[src/rtl/alu_issue.sv]
// Issue/collect front end for the 4-bit ALU: latches a request, exposes it to the
// ALU for one cycle, captures result/flags and holds them until the consumer takes them.
module alu_issue (
    input  logic       clk,
    input  logic       rst_n,
    input  logic       in_valid,
    output logic       in_ready,
    input  logic [2:0] in_op,
    input  logic [3:0] in_a,
    input  logic [3:0] in_b,
    input  logic       in_use_acc,
    input  logic       acc_clr,
    output logic [3:0] alu_a,
    output logic [3:0] alu_b,
    output logic [2:0] alu_mod,
    input  logic [3:0] alu_result,
    input  logic       alu_zero,
    input  logic       alu_c,
    input  logic       alu_overflow,
    output logic       out_valid,
    input  logic       out_ready,
    output logic [3:0] out_result,
    output logic       out_zero,
    output logic       out_c,
    output logic       out_ovf,
    output logic       out_illegal,
    output logic [3:0] acc,
    output logic       ovf_sticky,
    output logic [7:0] op_count
);

    typedef enum logic [1:0] {IDLE, EXEC, HOLD} state_t;

    state_t     state_q;
    logic       in_ready_q;
    logic [3:0] op_a_q;
    logic [3:0] op_b_q;
    logic [2:0] op_m_q;
    logic       out_valid_q;
    logic [3:0] res_q;
    logic       zero_q;
    logic       c_q;
    logic       ovf_q;
    logic       ill_q;
    logic [3:0] acc_q;
    logic       sticky_q;
    logic [7:0] count_q;

    logic [3:0] acc_d;
    logic [7:0] count_d;

    // A same-cycle clear is visible to an accumulator-sourced request.
    always_comb begin
        acc_d   = acc_clr ? 4'd0 : acc_q;
        count_d = (count_q == 8'hFF) ? count_q : count_q + 8'd1;
    end

    always_ff @(posedge clk) begin
        if (!rst_n) begin
            state_q     <= IDLE;
            in_ready_q  <= 1'b0;
            op_a_q      <= '0;
            op_b_q      <= '0;
            op_m_q      <= '0;
            out_valid_q <= 1'b0;
            res_q       <= '0;
            zero_q      <= 1'b0;
            c_q         <= 1'b0;
            ovf_q       <= 1'b0;
            ill_q       <= 1'b0;
            acc_q       <= '0;
            sticky_q    <= 1'b0;
            count_q     <= '0;
        end else begin
            case (state_q)
                IDLE: begin
                    if (acc_clr) begin
                        acc_q    <= 4'd0;
                        sticky_q <= 1'b0;
                    end
                    if (in_valid && in_ready_q) begin
                        op_a_q     <= in_use_acc ? acc_d : in_a;
                        op_b_q     <= in_b;
                        op_m_q     <= in_op;
                        in_ready_q <= 1'b0;
                        state_q    <= EXEC;
                    end else begin
                        in_ready_q <= 1'b1;
                    end
                end
                EXEC: begin
                    res_q       <= alu_result;
                    zero_q      <= alu_zero;
                    c_q         <= alu_c;
                    ovf_q       <= alu_overflow;
                    ill_q       <= op_m_q[2];
                    acc_q       <= alu_result;
                    sticky_q    <= sticky_q | alu_overflow;
                    count_q     <= count_d;
                    out_valid_q <= 1'b1;
                    state_q     <= HOLD;
                end
                HOLD: begin
                    if (out_ready) begin
                        out_valid_q <= 1'b0;
                        in_ready_q  <= 1'b1;
                        state_q     <= IDLE;
                    end
                end
                default: begin
                    state_q    <= IDLE;
                    in_ready_q <= 1'b0;
                end
            endcase
        end
    end

    assign in_ready    = in_ready_q;
    assign alu_a       = op_a_q;
    assign alu_b       = op_b_q;
    assign alu_mod     = op_m_q;
    assign out_valid   = out_valid_q;
    assign out_result  = res_q;
    assign out_zero    = zero_q;
    assign out_c       = c_q;
    assign out_ovf     = ovf_q;
    assign out_illegal = ill_q;
    assign acc         = acc_q;
    assign ovf_sticky  = sticky_q;
    assign op_count    = count_q;

endmodule
[config.mk]
export PLATFORM = sky130hd
export DESIGN_NAME = alu_issue
export DESIGN_NICKNAME = d
export VERILOG_FILES = /design/src/rtl/alu_issue.sv
export SDC_FILE = /design/constraint.sdc
export NUM_CORES = 1
export LEC_CHECK = 0
export CORE_AREA = 2 2 63 65
export CTS_CLUSTER_SIZE = 40
export DETAILED_ROUTE_END_ITERATION = 12
export DIE_AREA = 0 0 65 67
export PLACE_DENSITY = 0.74
export SLEW_MARGIN = 20
export SYNTH_ARGS = -nofsm -noshare
export SYNTH_HDL_FRONTEND = slang
export SYNTH_SLANG_ARGS = --single-unit
[constraint.sdc]
create_clock -name clk -period 2.4 [get_ports clk]
set_input_delay 0.24 -clock clk [delete_from_list [all_inputs] [get_ports clk]]
set_output_delay 0.24 -clock clk [all_outputs]
set_load 0.01 [all_outputs]
==> results.md, run 1 <==
* Status: finished, final reports clean
* CP bufs+invs at 0
* Crit path max-delay family: simple AND/OR/NAND/NOR gates
* Largest net degree at the start of global routing at 18
* # Max-Cap Violations at 0
* Post-CTS Setup Inserts at 0
* GRT met1 Usage at 21.5%
* Clock skew at 3.88 ps
* Worst Setup Path Type: reg -> reg
* Top_reg_cell synth: dfxtp_1
* Wire per inst at 12.6 µm
* Worst Path Arrival at 1970 ps
* Hold Buf Count CTS at 0
* Antenna-violating nets left at 0
* Clock Path Buffers at 2
* Hold Crit Class: reg -> reg
* Highest clock rate at 569 MHz
* Yosys top cell by area: dfxtp_1
* Worst flop-to-flop path endpoint: op_count[5]$_SDFFE_PN0P_
* Vias/cell at 4.91
* Vias in the first global route at 1,195
* Initial detailed-routing violation count at 82
* Startpoint types: register
* Worst EP required at 2610 ps
* Hold endpoint: out_ovf$_SDFFE_PN0P_
* Number of port buffers at 57
* Initial antenna violation count at 0
* Clock power share at 35.3%
* GR Layer Usage met2 at 26.0%
* Syn-to-layout area delta at 49.0%
* VDD IR max at 0.290 mV
* Final wirelength at 3.39 mm
* Synthesized instance count at 161
* Internal cell power at 949 µW
* RD Place Congestion at 0.773
* Overflow after GRT at 0
* First-pass GRT wire length at 5.51 mm
* Cell variety after synth at 33
* #FFs+latches synth at 36
* Synthesized area per cell at 8.89 µm²
* Layout Nets at 244
* Die height at 67 µm
* Hold Startpoint: out_ovf$_SDFFE_PN0P_
* Final period util at 73.2%
* Post-route cell area at 0.00213 mm²
* Initial Util at 39.7%
* RSZ-0062 raised after global routing: false
* CTS tree: built
* Flop-to-flop setup slack at 640 ps
* Clock tree root buffer cell: clkbuf_8
* Final hold violation count at 0
* Max incr delay on CP at 520 ps
* Final worst path period need at 1760 ps
* Sequential power share at 51.6%
* Post-Syn Nets at 186
* Hold path depth at 2
* Switching power at 284 µW
* Sw frac at 23.0%
* Core area at 0.00361 mm²
* Post-Syn Area at 0.00143 mm²
* Met3 GRT Util at 4.39%
* Slew Limit Fails at 0
* Clk Latency, worst-skew pair at 280 ps
* H-Tree Depth at 2
* TritonRoute pass-1 iters at 4
* CTS clock-pin slew for the worst setup and hold paths at 70 ps
* Top cells by area, synth: dfxtp_1 50%, nand2_1 6.6%, a21oi_1 6.3%
* Sequential share of the synthesized area at 50.3%
* Slew headroom at 72.4%
* # setup viols final at 0
* Synthesis Warnings at 0
* Vias at 1,317
* Post-synth top area share at 50.3%
* Leakage at 0.735 nW
* Pwr/cell area at 578 mW/mm²
* Fraction of layout cells with a size suffix above 1 at 5.45%
* Placed cell areas at 0.00204 mm²
* Rows at 22
* Diodes inserted at 0
* Critical Path Slowest Stage Cell: or4_1
* Power share of the combinational group at 13.1%
* Worst r2r path cells at 4
* Tot GR Track Use at 16.9%
* Top Usage Layer GRT: met2
* DR DRC count at 0
* Worst r2r src: state_q[0]$_SDFFE_PN0P_
* Ys async rst share at 0%
* Setup_tns at 0 ps
* Number of synthesized flops with an enable pin at 0
* Worst-margin pin slew at 414 ps
* Sink Count at 36
* Post-DP HPWL at 2.47 mm
* Number of placed I/O pins at 58
* Crit. End Element: register
* Die X-Extent at 65 µm
* Cell chain of the critical path: nor2b_4, nand4_4, or4_1, a21oi_1
* CP Max Fanout at 14
* Post_cts resized at 0
* Die footprint at 0.00436 mm²
* Number of buffers created by CTS at 5
## Yosys cell counts (2+ instances only)
master     n
nand2_1   25
nand3b_1   2
inv_1      4
dfxtp_1   36
a21oi_1   18
and2_1     3
clkbuf_1   4
nand3_1    7
o21ai_0    7
buf_2      3
a311oi_1   5
nor2_1    16
mux2i_1    8
nand2b_1   4
## worst max-delay path by stage
stage	startpoint	endpoint	slack [ps]	cells past startpoint
2_1_floorplan	state_q[1]$_SDFFE_PN0P_	alu_b[0]$_SDFFE_PN0P_	940	6
3_3_place_gp	state_q[0]$_SDFFE_PN0P_	op_count[5]$_SDFFE_PN0P_	720	4
3_5_place_dp	state_q[0]$_SDFFE_PN0P_	op_count[5]$_SDFFE_PN0P_	650	4
4_1_cts	state_q[0]$_SDFFE_PN0P_	op_count[5]$_SDFFE_PN0P_	660	4
5_1_grt	state_q[0]$_SDFFE_PN0P_	op_count[5]$_SDFFE_PN0P_	570	4
6_report	state_q[0]$_SDFFE_PN0P_	op_count[5]$_SDFFE_PN0P_	640	4
## routing by layer
| layer | vias to the layer above | share of wire (%) |
|---|---|---|
| met2 | 39 | 45 |
| met5 | - | 0 |
| li1 | 672 | - |
| met3 | 7 | 6.3 |
| met1 | 599 | 47 |
| met4 | 0 | 2.1 |
## logic make-up (layout without fill, tap and decap cells)
group	after synthesis	in the layout	share of synthesized area [%]
AOI/OAI and AO/OA	35	35	14.8
muxes	8	8	5.59
xor gates and xnor gates	2	2	1.22
adders and majority gates	1	1	0.874
DFF	36	36	50.3
buffers and inverters	12	71	3.41
and+or+nand+nor	67	67	23.8
## worst reg2reg max path: stages, from the launching register on
cell and delay, ps:
dfxtp_1 440, nor2b_4 410, nand4_4 160, or4_1 520
a21oi_1 150
## metrics by stage
stage               power (mW)  std cells  hold slack, ps  util [%]  setup slack, ps
floorplan                0.717        161             362         -              942
global placement         0.811        260             444      56.7              716
detailed placement       0.812        260             448      56.7              651
CTS                       1.24        268             457      59.2              655
global route              1.29        268             478      59.2              570
finish                    1.23        268             453      59.2              644
## layout make-up
type                       count  area (µm²)
multi-input combinational    113         662
timing repair buffer          59         586
fill                         338        1470
sequential                    36         721
inverter                       4        15.0
clock buffer                   8        90.1
tap                           48        60.1
## placed cells by master (no fill, tap or decap)
master           instances
a2111oi_0                1
a21oi_1                 18
a311oi_1                 5
and2_1                   3
and4bb_2                 1
buf_4                    2
clkbuf_1                 2
clkbuf_8                 6
clkdlybuf4s50_1         57
dfxtp_1                 36
ha_1                     1
inv_1                    4
mux2i_1                  8
nand2_1                 25
nand2b_1                 4
nand3_1                  7
nand3b_1                 2
nand4_1                  1
nand4_4                  1
nor2_1                  16
nor2b_1                  1
nor2b_4                  1
nor3_1                   1
o2111ai_1                1
o21ai_0                  7
o21bai_1                 1
o311a_1                  1
o31ai_1                  1
or2_2                    1
or2b_1                   1
or3_1                    1
or4_1                    1
xnor2_1                  1
xor2_1                   1
## registers in the layout, indices dropped and copies added, names as in the netlist
register     cells
acc              4
state_q          2
out_illegal      1
out_result       4
out_zero         1
out_valid        1
ovf_sticky       1
op_count         8
alu_a            4
in_ready         1
out_c            1
alu_b            4
alu_mod          3
out_ovf          1
## power groups by stage
stage	clock, mW	sequential [mW]	combinational [mW]
after detailed placement	0	0.650	0.162
after floorplan	0	0.657	0.0603
after global routing	0.474	0.639	0.177
final	0.435	0.636	0.161
after CTS	0.445	0.636	0.163
after global placement	0	0.649	0.161
(Power assumes the default switching activity.)
==> run 2: changes to the inputs <==
clock period = 1.77 ns   (was 2.4 ns; I/O delays follow)
==> run 2 against run 1 <==
Clock-buffer cell count stayed put; sequential share of layout area is 0.58 points lower; largest cell class unchanged; utilization is 1.0 points higher; combinational power is 43% higher; maximum frequency is 16% higher; largest power group unchanged.
==> results.md, run 2 (synthesis gave the netlist of run 1 again) <==
* Max incr delay on CP at 420 ps (-100 ps)
* Vias/cell at 4.91 (about the same)
* Placed cell areas at 0.00208 mm² (+1.8%)
* Final worst path period need at 1510 ps (-244 ps)
* Sink Count at 36 (unchanged)
* VDD IR max at 0.431 mV (+49%)
* Worst Setup EP: op_count[0]$_SDFFE_PN0P_
* Total power at 1.68 mW (+37%)
* Switching power at 389 µW (+37%)
* Sw frac at 23.1% (+0.13 points)
* Hold path depth at 3 (+1)
* Worst r2r src: op_count[1]$_SDFFE_PN0P_
* Rows at 22 (unchanged)
* Core Util, Final at 60.2% (+1.0 points)
* Status: finished, final reports clean
* Overflow after GRT at 0 (unchanged)
* Highest clock rate at 661 MHz (+16%)
* Initial detailed-routing violation count at 75 (-8.5%)
* Clock Path Buffers at 2 (unchanged)
* CP Max Fanout at 4 (-10)
* Worst flop-to-flop path endpoint: op_count[0]$_SDFFE_PN0P_
* Startpoint types: register
* Slew Limit Fails at 0 (unchanged)
* Critical Path Slowest Stage Cell: dfxtp_1
* Tot GR Track Use at 17.1% (+0.17 points)
* DR DRC count at 0 (unchanged)
* Internal cell power at 1.29 mW (+36%)
* Initial antenna violation count at 0 (unchanged)
* Core area at 0.00361 mm² (unchanged)
* Commonest non-fill, non-tap cell in the layout: clkdlybuf4s50_1
* Die X-Extent at 65 µm (unchanged)
* Post-DP HPWL at 2.43 mm (-1.5%)
* Post-route cell area at 0.00217 mm² (+1.8%)
* Final period util at 85.4% (+12 points)
* Final hold violation count at 0 (unchanged)
* First-pass GRT wire length at 5.63 mm (+2.1%)
* Vias at 1,341 (+1.8%)
* Post-CTS Setup Inserts at 0 (unchanged)
* Flop-to-flop setup slack at 260 ps (-390 ps)
* Number of placed I/O pins at 58 (unchanged)
* Initial Util at 39.7% (unchanged)
* Clock skew at 2.54 ps (-1.34 ps)
* Diodes inserted at 0 (unchanged)
* Filler Cell Count at 339 (+0.30%)
* Slew headroom at 71.5% (-0.90 points)
* Wire per inst at 12.5 µm (-1.6%)
* Clock power share at 35.2% (about the same)
* Clock tree root buffer cell: clkbuf_8
* CP Launch Point: op_count[1]$_SDFFE_PN0P_
* CP Depth at 5 (+1)
* Die footprint at 0.00436 mm² (unchanged)
* Final wirelength at 3.40 mm (+0.27%)
* Largest net degree at the start of global routing at 18 (unchanged)
* CTS clock-pin slew for the worst setup and hold paths at 70 ps (about the same)
* Max FFs per register at 8 (unchanged)
* Pwr/cell area at 775 mW/mm² (+34%)
* Antenna-violating nets left at 0 (unchanged)
* Post_cts resized at 0 (unchanged)
* Power share of the combinational group at 13.7% (+0.6 points)
* Leakage at 0.760 nW (+3.4%)
* Worst Path Arrival at 1680 ps (-290 ps)
* Number of buffers created by CTS at 5 (unchanged)
* Worst r2r path cells at 5 (+1)
* Layout Nets at 249 (+2.0%)
* H-Tree Depth at 2 (unchanged)
* Syn-to-layout area delta at 51.7%
* Worst Setup Path Type: reg -> reg
* Worst EP required at 1930 ps (-680 ps)
* Crit path max-delay family: flip-flops
* RSZ-0062 raised after global routing: false
* Clk Latency, worst-skew pair at 290 ps (about the same)
* RD Place Congestion at 0.809 (+4.6%)
* Number of port buffers at 57 (unchanged)
* Worst-margin pin slew at 423 ps (+8.97 ps)
* CP bufs+invs at 0 (unchanged)
* TritonRoute pass-1 iters at 4 (unchanged)
* CTS tree: built
* Hold Buf Count CTS at 0 (unchanged)
* Vias in the first global route at 1,196 (+0.084%)
* Fraction of layout cells with a size suffix above 1 at 7.56% (+2.1 points)
* # setup viols final at 0 (unchanged)
* Most frequent cells in the layout: 57 x clkdlybuf4s50_1, 36 x dfxtp_1, 25 x nand2_1
* # Max-Cap Violations at 0 (unchanged)
* Setup_tns at 0 ps (unchanged)
* Sequential power share at 51.1% (-0.5 points)
* Die height at 67 µm (unchanged)
* Hold Crit Class: in -> reg
* Cell chain of the critical path: ha_1, nand3_1, o21ai_0, xor2_1, nor2_1
* Crit. End Element: register
==> run 2: cell count changes in the layout (fill, tap and decap cells not counted), sizes merged <==
cell and change:
buf +5
==> run 2: per-layer routing <==
layer	share of wire, %	GRT usage (%)
met1	47	21.9
met2	45	26.3
met3	5.5	4.39
met4	1.9	8.78
met5	0	0
==> run 2: worst min path at each step <==
stage / startpoint / end / slack [ps]
global route: alu_zero / out_zero$_SDFFE_PN0P_ / 450
CTS: alu_c / out_c$_SDFFE_PN0P_ / 450
global placement: out_result[0]$_SDFFE_PN0P_ / out_result[0]$_SDFFE_PN0P_ / 440
floorplan: rst_n / op_count[4]$_SDFFE_PN0P_ / 300
detailed placement: out_result[3]$_SDFFE_PN0P_ / out_result[3]$_SDFFE_PN0P_ / 450
finish: alu_zero / out_zero$_SDFFE_PN0P_ / 440
==> run 2: layout make-up <==
cell class / instances / area (µm²) / area share (%)
flip-flops and latches: 36 / 721 / 33.2
well taps: 48 / 60.1 / 2.77
multi-input cells: 113 / 662 / 30.5
inverters: 4 / 15.0 / 0.692
clock buffers: 8 / 90.1 / 4.15
repair buffers: 64 / 623 / 28.7
==> run 2: worst register-to-register path: cells and delay by family (launching register included) <==
kind / cells / cell delay (ps)
xor gates and xnor gates: 1 / 190
AOI/OAI and AO/OA: 1 / 380
adders and majority gates: 1 / 250
and+or+nand+nor: 2 / 160
DFF: 1 / 420
==> run 2: per-stage QoR <==
step,hold slack (ps),instances,setup WS [ps]
2_1_floorplan,299,161,312
3_3_place_gp,441,265,223
3_5_place_dp,450,265,186
4_1_cts,447,273,259
5_1_grt,450,273,156
6_report,443,273,258
==> run 2: power by group through the flow <==
stage,combinational (mW),clock [mW],sequential [mW]
after floorplan,0.0817,0,0.891
after global routing,0.250,0.642,0.863
after CTS,0.233,0.600,0.860
final,0.231,0.591,0.860
after detailed placement,0.231,0,0.879
after global placement,0.230,0,0.878
==> run 3: changes to the inputs <==
clock period = 1.4 ns   (was 1.77 ns; I/O delays follow)
==> run 3 against run 2 <==
Via count grew 1.9%; critical endpoint is now op_count[2]; clock-buffer cell count decreased by 2; final cell count is 2.6% higher.
==> results.md, run 3 (synthesis gave the netlist of run 1 again) <==
* Status: finished, final reports clean
* Max incr delay on CP at 550 ps (+130 ps)
* Number of placed I/O pins at 58 (unchanged)
* Multi-input logic area at 679 µm² (+2.6%)
* Final wirelength at 3.33 mm (-2.0%)
* Post-DP HPWL at 2.44 mm (+0.49%)
* Final hold violation count at 0 (unchanged)
* DR DRC count at 0 (unchanged)
* Vias/cell at 4.88 (-0.68%)
* RD Place Congestion at 0.769 (-4.9%)
* # setup viols final at 0 (unchanged)
* H-Tree Depth at 2 (unchanged)
* Worst Setup Path Type: reg -> out
* Worst EP required at 1260 ps (-670 ps)
* Highest clock rate at 730 MHz
* Pwr/cell area at 1000 mW/mm² (+29%)
* Final period util at 97.9%
* Initial antenna violation count at 0 (unchanged)
* Sink Count at 36 (unchanged)
* TritonRoute pass-1 iters at 4 (unchanged)
* Vias in the first global route at 1,258 (+5.2%)
* Vias at 1,366 (+1.9%)
* Slew headroom at 77.6% (+6.1 points)
* CTS tree: built
* Overflow after GRT at 0 (unchanged)
* Syn-to-layout area delta at 59.2%
* Worst Path Arrival at 1230 ps (-450 ps)
* Die X-Extent at 65 µm (unchanged)
* VDD IR max at 0.707 mV (+64%)
* Total power at 2.29 mW (+36%)
* CP bufs+invs at 1 (+1)
* RSZ-0062 raised after global routing: true
* Largest net degree at the start of global routing at 18 (unchanged)
* Clock tree root buffer cell: clkbuf_8
* Number of buffers created by CTS at 5 (unchanged)
* Die height at 67 µm (unchanged)
* CP Max Fanout at 6 (+2)
* Clock skew at 3.99 ps (+1.45 ps)
* Fraction of layout cells with a size suffix above 1 at 15.1% (+7.5 points)
* Initial Util at 39.7% (unchanged)
* Wire per inst at 11.9 µm (-4.4%)
* Crit. End Element: output pin
* Diodes inserted at 0 (unchanged)
* Final worst path period need at 1370 ps
* First-pass GRT wire length at 5.70 mm (+1.2%)
* Antenna-violating nets left at 0 (unchanged)
* Most frequent cells in the layout: 54 x clkdlybuf4s50_1, 30 x dfxtp_1, 25 x nand2_1
* Startpoint types: register
* Clk Latency, worst-skew pair at 290 ps (about the same)
* Die footprint at 0.00436 mm² (unchanged)
* Slew Limit Fails at 0 (unchanged)
* Critical Path Slowest Stage Cell: clkdlybuf4s50_1
* Number of port buffers at 57 (unchanged)
* CTS clock-pin slew for the worst setup and hold paths at 70 ps (about the same)
* Leakage at 0.838 nW (+10%)
* Filler Cell Count at 327 (-3.5%)
* Clock Path Buffers at 2 (unchanged)
* Crit path max-delay family: buffers and inverters
* Initial detailed-routing violation count at 44 (-41%)
* Worst-margin pin slew at 335 ps (-88.5 ps)
* # Max-Cap Violations at 0 (unchanged)
* Rows at 22 (unchanged)
* Layout Nets at 256 (+2.8%)
* Max FFs per register at 8 (unchanged)
* Tot GR Track Use at 17.4% (+0.39 points)
* Core area at 0.00361 mm² (unchanged)
* Commonest non-fill, non-tap cell in the layout: clkdlybuf4s50_1
* Setup_tns at 0 ps (unchanged)
* Cell chain of the critical path: clkdlybuf4s50_1
* Sequential Area at 728 µm² (+1.0%)
* Hold Crit Class: in -> reg
-- run 3: cell count changes in the layout (fill, tap and decap cells not counted), moves of 2 or more --
cell,delta
buf_4,+6
clkdlybuf4s50_1,-3
dfxtp_2,+6
dlygate4sd2_1,+2
dfxtp_1,-6
-- run 3: final timing paths --
kind	start	endpoint	slack (ps)	cells past startpoint
max	op_count[2]$_SDFFE_PN0P_	op_count[2]	30	1
min	alu_c	out_c$_SDFFE_PN0P_	400	3
max reg2reg	state_q[0]$_SDFFE_PN0P_	alu_a[0]$_SDFFE_PN0P_	60	5
min reg2reg	out_ovf$_SDFFE_PN0P_	out_ovf$_SDFFE_PN0P_	460	2
-- run 3: stage by stage --
stage	utilization [%]	setup slack (ps)	std cells	hold slack (ps)	cell area, µm²
floorplan	-	9.87	161	262	1450
global placement	59.5	9.30	271	445	2140
detailed placement	59.5	-66.7	271	448	2140
CTS	62.5	2.88	279	395	2250
global route	63.2	-5.79	280	427	2280
finish	63.2	29.3	280	402	2280
-- run 3: power breakdown --
group          switching [mW]  internal, mW
Sequential             0.0224          1.06
Combinational           0.127         0.183
Clock                   0.362         0.528
-- run 3: routing by layer --
layer / share of wire (%) / track usage, % / wire, µm / vias up
li1: - / - / - / 696
met2: 46 / 29.1 / 1550 / 45
met3: 7.7 / 6.93 / 255 / 6
met1: 44 / 19.8 / 1480 / 619
met4: 1.6 / 7.18 / 53 / 0
met5: 0 / 0 / 0 / -
-- run 3: area by class of cell --
type | instances | share of cell area, %
inverters | 4 | 0.659
clock inverters | 2 | 1.54
well taps | 48 | 2.64
clock buffers | 6 | 3.19
multi-input cells | 113 | 29.8
flip-flops and latches | 36 | 32.0
repair buffers | 71 | 30.2
-- run 3: timing repair --
item | CTS | global route
resized for setup | 4 | 9
setup endpoints to repair | 4 | 8
hold buffers | 0 | 0
endpoints found under the hold margin | 0 | 0
pin swaps | 0 | 2
buffers inserted | 0 | 1
